--- config.mk ---
export PLATFORM = sky130hd
export DESIGN_NAME = fetch_unit
export DESIGN_NICKNAME = d
export VERILOG_FILES = /design/src/rtl/fetch_unit.sv
export SDC_FILE = /design/constraint.sdc
export NUM_CORES = 1
export LEC_CHECK = 0
export CORE_ASPECT_RATIO = 0.7
export CORE_MARGIN = 3
export CORE_UTILIZATION = 40
export DETAILED_ROUTE_END_ITERATION = 8
export GPL_TIMING_DRIVEN = 0
export PLACE_DENSITY_LB_ADDON = 0.05
export SLEW_MARGIN = 30
export SYNTH_ARGS = -nofsm -noshare
export SYNTH_HDL_FRONTEND = slang
export SYNTH_SLANG_ARGS = --single-unit
--- constraint.sdc ---
create_clock -name clk -period 3.3 [get_ports clk]
set_input_delay 0.33 -clock clk [delete_from_list [all_inputs] [get_ports clk]]
set_output_delay 0.33 -clock clk [all_outputs]
set_load 0.1 [all_outputs]
--- src/rtl/fetch_unit.sv ---
// Instruction fetch stage: owns the PC, fetches opcode plus optional immediate word, hands off to the CU.
// Optional HALT opcode support is enabled by defining FETCH_HALT_EN.
module fetch_unit #(
  parameter int unsigned     PC_W     = 10,
  parameter int unsigned     DATA_W   = 16,
  parameter logic [PC_W-1:0] RESET_PC = '0
) (
  input  logic              clk,
  input  logic              rst_b,
  output logic              mem_req,
  output logic [PC_W-1:0]   mem_addr,
  input  logic [DATA_W-1:0] mem_rdata,
  input  logic              mem_valid,
  output logic [DATA_W-1:0] instruction,
  output logic [DATA_W-1:0] imm,
  output logic [PC_W-1:0]   pc,
  output logic              instr_valid,
  input  logic              issue_ready,
  input  logic              branch,
  input  logic [PC_W-1:0]   branch_target,
  output logic              halted
);

  localparam int unsigned OP_W = 6;

  localparam logic [2:0] ST_RST       = 3'd0;
  localparam logic [2:0] ST_FETCH_I   = 3'd1;
  localparam logic [2:0] ST_FETCH_IMM = 3'd2;
  localparam logic [2:0] ST_ISSUE     = 3'd3;
`ifdef FETCH_HALT_EN
  localparam logic [2:0] ST_HALT      = 3'd4;
  localparam logic [OP_W-1:0] OP_HALT = 6'h3F;
`endif

  logic [2:0]        state, state_next;
  logic [PC_W-1:0]   fetch_ptr, fetch_ptr_next;
  logic [PC_W-1:0]   pc_next;
  logic [DATA_W-1:0] instruction_next, imm_next;
  logic              mem_hit;

  // INP and the branch/jump family carry a second immediate word
  function automatic logic is_two_word(input logic [OP_W-1:0] op);
    return (op == 6'd26) || ((op >= 6'd32) && (op <= 6'd37));
  endfunction

  assign mem_addr = fetch_ptr;
  assign mem_hit  = mem_req && mem_valid;

  always_ff @(posedge clk or negedge rst_b) begin
    if (!rst_b) begin
      state       <= ST_RST;
      fetch_ptr   <= RESET_PC;
      pc          <= RESET_PC;
      instruction <= '0;
      imm         <= '0;
      instr_valid <= 1'b0;
      mem_req     <= 1'b0;
    end else begin
      state       <= state_next;
      fetch_ptr   <= fetch_ptr_next;
      pc          <= pc_next;
      instruction <= instruction_next;
      imm         <= imm_next;
      instr_valid <= (state_next == ST_ISSUE);
      mem_req     <= (state_next == ST_FETCH_I) || (state_next == ST_FETCH_IMM);
    end
  end

  always_comb begin
    state_next       = state;
    fetch_ptr_next   = fetch_ptr;
    pc_next          = pc;
    instruction_next = instruction;
    imm_next         = imm;
    case (state)
      ST_RST: state_next = ST_FETCH_I;
      ST_FETCH_I: begin
        if (mem_hit) begin
          instruction_next = mem_rdata;
          pc_next          = fetch_ptr;
          fetch_ptr_next   = fetch_ptr + PC_W'(1);
          if (is_two_word(mem_rdata[DATA_W-1 -: OP_W])) begin
            state_next = ST_FETCH_IMM;
          end else begin
            imm_next   = '0;
            state_next = ST_ISSUE;
          end
        end
      end
      ST_FETCH_IMM: begin
        if (mem_hit) begin
          imm_next       = mem_rdata;
          fetch_ptr_next = fetch_ptr + PC_W'(1);
          state_next     = ST_ISSUE;
        end
      end
      ST_ISSUE: begin
        if (issue_ready) begin
`ifdef FETCH_HALT_EN
          if (instruction[DATA_W-1 -: OP_W] == OP_HALT) begin
            state_next = ST_HALT;
          end else begin
            state_next = ST_FETCH_I;
            if (branch) fetch_ptr_next = branch_target;
          end
`else
          state_next = ST_FETCH_I;
          if (branch) fetch_ptr_next = branch_target;
`endif
        end
      end
`ifdef FETCH_HALT_EN
      ST_HALT: state_next = ST_HALT;
`endif
      default: state_next = ST_RST;
    endcase
  end

`ifdef FETCH_HALT_EN
  always_ff @(posedge clk or negedge rst_b) begin
    if (!rst_b) halted <= 1'b0;
    else        halted <= (state_next == ST_HALT);
  end
`else
  assign halted = 1'b0;
`endif

endmodule

; ---- Word level (Yosys, flattened, before mapping)
; Index checks and enable logic that the tools add are counted.
[classes]
n_addsub = 1
mul = 0
div_mod_pow = 0
magnitude_cmp = 2
n_eq_ne = 13
shift = 0
n_mux = 13
bitwise_logic = 0
reduce_logical = 11
[ops]
columns = operator, n
row1 = $mux W16, 3
row2 = $pmux W16 S2, 1
row3 = $mux W10, 3
row4 = $pmux W10 S2, 1
row5 = $eq A3 B2 Y1 const B, 4
row6 = $pmux W3 S4, 1
row7 = $add A10 B1 Y10 const B, 1
row8 = $ne A2 B2 Y1 const B, 5
row9 = $mux W3, 3
row10 = $reduce_and A4 Y1, 2
row11 = $eq A3 B1 Y1 const B, 2
row12 = $eq A6 B5 Y1 const B, 1
row13 = $ge A6 B6 Y1 const B, 1
row14 = $le A6 B6 Y1 const B, 1
row15 = $reduce_bool A2 Y1, 2
row16 = $logic_not A3 Y1, 1
row17 = $logic_and A1 B1 Y1, 2
row18 = $logic_or A1 B1 Y1, 2
row19 = $ne A2 B1 Y1 const B, 1
row20 = $reduce_and A2 Y1, 1
row21 = $reduce_or A2 Y1, 1
row22 = $mux W1, 1
[word_totals]
register_bits = 57
latchBits = 0
ramBits = 0
romBits = 0
wordCells = 47
n_memories = 0

; ---- Logic depth before layout (Yosys ltp)
[depth]
word_depth = 8
ltp_mapped = 7

; ---- Least setup slack after synthesis
; OpenSTA, ideal clock, no wires.
[synth_path]
path_kind = register to register
start = reg mem_req
end = reg pc[6]
arrival_time_ns = 1.999
required_time_ns = 3.174
path_slack_ns = 1.174
stages_incl_launch_ff = 5
path_buffers = 1
synth_period_minus_slack_ns = 2.126
path_cell_list = dfrtp_1 -> nand4b_4 -> nor2_8 -> buf_4 -> mux2_2
[synth_via]
elab_chain_cells = 2
[synth_lines]
columns = item, line_no
row1 = from (decl), 10  ; output logic mem_req,
row2 = from (signal assigned), 65  ; mem_req <= (state_next == ST_FETCH_I) || (state_next == ST_FETCH_IMM);
row3 = $logic_and A1 B1 Y1, 47  ; assign mem_hit = mem_req && mem_valid;
row4 = $reduce_and A2 Y1 (no source line), --
row5 = to (signal assigned), 61  ; pc <= pc_next;
row6 = to (decl), 16  ; output logic [PC_W-1:0] pc,
; Every way passes these cells.
; A chain may end at the register's enable or synchronous reset.

; ---- Final worst setup path
[layout_path]
start = reg fetch_ptr[3] (netlist: mem_addr[3])
end = out mem_addr[3]
[layout_lines]
columns = item, line_no
row1 = from (decl), 36  ; logic [PC_W-1:0] fetch_ptr, fetch_ptr_next;
row2 = from (signal assigned), 60  ; fetch_ptr <= fetch_ptr_next;
row3 = to (decl), 11  ; output logic [PC_W-1:0] mem_addr,
; No word-level cell between the ends.

==> flow_metrics.py <==
metrics = {
    "outcome": {
        "status": "finished clean",
    },
    "setup_path": {
        "path_delay_family": "buffers and inverters",
        "r2r_setup_slack_ns": 1.62,
        "critPathLaunch": "mem_addr[3]$_DFFE_PN0P_",
        "path_buf_inv": 1,
        "worstSetupPathType": "reg -> out",
        "slowest_delay_ns": 1.19,
        "crit_arrival_ns": 2.04,
        "critPathSlowestCell": "clkdlybuf4s50_1",
        "critPathCaptureType": "output port",
        "path_cells": "clkdlybuf4s50_1",
        "crit_path_max_fanout": 8,
        "r2r-end": "instruction[4]$_DFFE_PN0P_",
        "crit_end": "mem_addr[3]",
        "rr_worst_depth": 5,
        "reg2reg_from": "state[1]$_DFF_PN0_",
        "cp-start-kind": "register",
        "crit_cells": 1,
        "required_ns": 2.97,
    },
    "synthesis": {
        "netlist_instances": 229,
        "syn_area_sq_um": 2580,
        "synth_top_area_cell": "dfrtp_1",
        "ys_seq_area_share_pct": 55.4,
        "synth_warnings": 0,
        "synth.avg_cell_area_sq_um": 11.2,
        "ys_ff_latch": 57,
        "synthArstFlopShare_pct": 100,
        "synth.area.top_cells": "dfrtp_1 55%, mux2_2 11%, nand2_1 6.7%",
        "synth_ff_type": "dfrtp_1",
        "netlist.area_leader.share_pct": 55.4,
        "ys_types": 40,
        "synth_edf_count": 0,
    },
    "sta": {
        "skew_ns": 0.00529,
        "slew_violations": 0,
        "fin_hold_ws_ns": 0.372,
        "fmax_ghz": 0.421,
        "layout_min_cycle_time_ns": 2.37,
        "rsz0062_at_grt": "false",
        "finalSetupViolCount": 0,
        "slew-limit-headroom_pct": 33.2,
        "tns_ns": 0,
        "worst_pin_slew_ns": 0.998,
        "setup_slack_ns": 0.926,
        "fin_crit_sh_pct": 71.9,
        "hold_violations": 0,
    },
    "routing": {
        "viasPerCell": 5.06,
        "drtIter0Drc": 58,
        "wirelength_mm": 6.41,
        "wire_per_inst_um": 15.7,
        "first_pass_iters": 4,
        "ant_nets": 0,
        "drc_errors": 0,
        "vias": 2058,
    },
    "final_layout": {
        "nets": 359,
        "syn2layout_area_growth_pct": 43.8,
        "antenna_cells": 0,
        "layout_commonest_cell": "clkdlybuf4s50_1",
        "fin_cells": 407,
        "drive_gt1_share_pct": 19.9,
        "layout_common_cells": "83 x clkdlybuf4s50_1, 57 x dfrtp_1, 46 x nand2_1",
    },
    "clock_tree": {
        "numCtsBuffers": 9,
        "cts_setup_buffers": 0,
        "clk_pin_slew_ns": 0.07,
        "hold_buffers": 1,
        "cts_tree": "built",
        "insertion_delay_ns": 0.34,
        "clk_path_buf_depth": 2,
        "h-tree-depth": 3,
        "root_buffer": "clkbuf_8",
        "cts_sinks": 57,
        "cts.repair.resized": 0,
    },
    "power": {
        "p_leak_nw": 1.61,
        "vdd_drop_max_mv": 0.397,
        "power.total_w": 0.00293,
        "power_density_nw_per_um2": 791,
    },
    "global_route": {
        "grt_pass1_vias": 2014,
        "grt_usage_pct": 18.7,
        "antenna_found_initial": 0,
        "grt_pass1_wl_mm": 10.4,
        "grt_max_degree": 47,
        "gr-total-overflow": 0,
    },
    "die": {
        "coreArea_sq_um": 5990,
        "fp.dieArea_sq_um": 7450,
        "dieHeight_um": 73.1,
        "die_x_um": 102,
        "io_pins": 86,
        "fp-row-count": 23,
        "start_util_pct": 43.0,
    },
    "placed_design": {
        "placedCellCount": 390,
        "port-buffer-count": 84,
        "hpwl_mm": 4.63,
        "place_ws_ns": 1.18,
        "place.gp.congestion": 0.791,
    },
    "worst_hold_path": {
        "holdCritPathClass": "in -> async",
    },
    "flow_run": {
        "maxCapViolations": 0,
    },
}
==> worst min-delay path by stage <==
stage / depth (start not counted) / start / to / slack (ns)
after CTS: 2 / rst_b / instruction[1]$_DFFE_PN0P_ / 0.36
after floorplan: 0 / rst_b / imm[0]$_DFFE_PN0P_ / 0.03
final: 2 / rst_b / instruction[1]$_DFFE_PN0P_ / 0.37
after detailed placement: 1 / rst_b / instruction[1]$_DFFE_PN0P_ / 0.19
after global routing: 2 / rst_b / instruction[1]$_DFFE_PN0P_ / 0.38
after global placement: 1 / pc[6]$_DFFE_PN0P_ / pc[6]$_DFFE_PN0P_ / 0.49
==> flip-flops by register name, indices dropped and copies added (netlist names) <==
register / flops
pc: 10
imm: 16
state: 3
mem_req: 1
instruction: 16
mem_addr: 10
instr_valid: 1
==> report_power, final <==
group	internal, W	switching [W]	total (W)
Clock	0.000268	0.000276	0.000544
Combinational	0.000355	0.00110	0.00146
Sequential	0.000824	0.000102	0.000926
Total	0.00145	0.00148	0.00293
==> through the flow <==
step	area [sq um]	utilization, %
floorplan	2580	-
finish	3700	61.9
detailed placement	3540	59.1
global route	3700	61.9
CTS	3700	61.9
global placement	3510	58.7
==> per-layer routing <==
| metal | track usage, % | routed length, um | vias up |
|---|---|---|---|
| li1 | - | - | 1004 |
| met1 | 26.1 | 3130 | 991 |
| met2 | 26.7 | 2760 | 61 |
| met3 | 6.59 | 500 | 2 |
| met4 | 6.99 | 22 | 0 |
| met5 | 0 | 0 | - |
==> cell usage after synthesis, drive strengths merged, types with 2 or more instances <==
cell type and number:
dfrtp 57, nand2 46, a21oi 28, mux2 26, buf 14, nand3 8, o21ai 6, nor2 5
and3 4, o22ai 4, a21boi 3, a31oi 3, a22o 2, a2bb2oi 2, nand4 2, nand4b 2
or2 2
==> area by class of cell <==
cell class | instances | area, sq um
buffer | 15 | 100
clock buffer | 12 | 135
clock inverter | 4 | 20.0
fill | 529 | 2280
inverter | 1 | 3.75
multi-input combinational | 157 | 1050
sequential | 57 | 1430
tap | 75 | 93.8
timing repair buffer | 86 | 876
==> logic make-up after synthesis <==
logic type,after synthesis,share of synthesized area [%]
AOI/OAI and AO/OA,52,12.8
adders and majority gates,1,0.486
buffers and inverters,16,4.03
DFF,57,55.4
muxes,27,11.8
other,1,0.146
and+or+nand+nor,75,15.4
No activity file was read; power rests on OpenSTA's default activity.
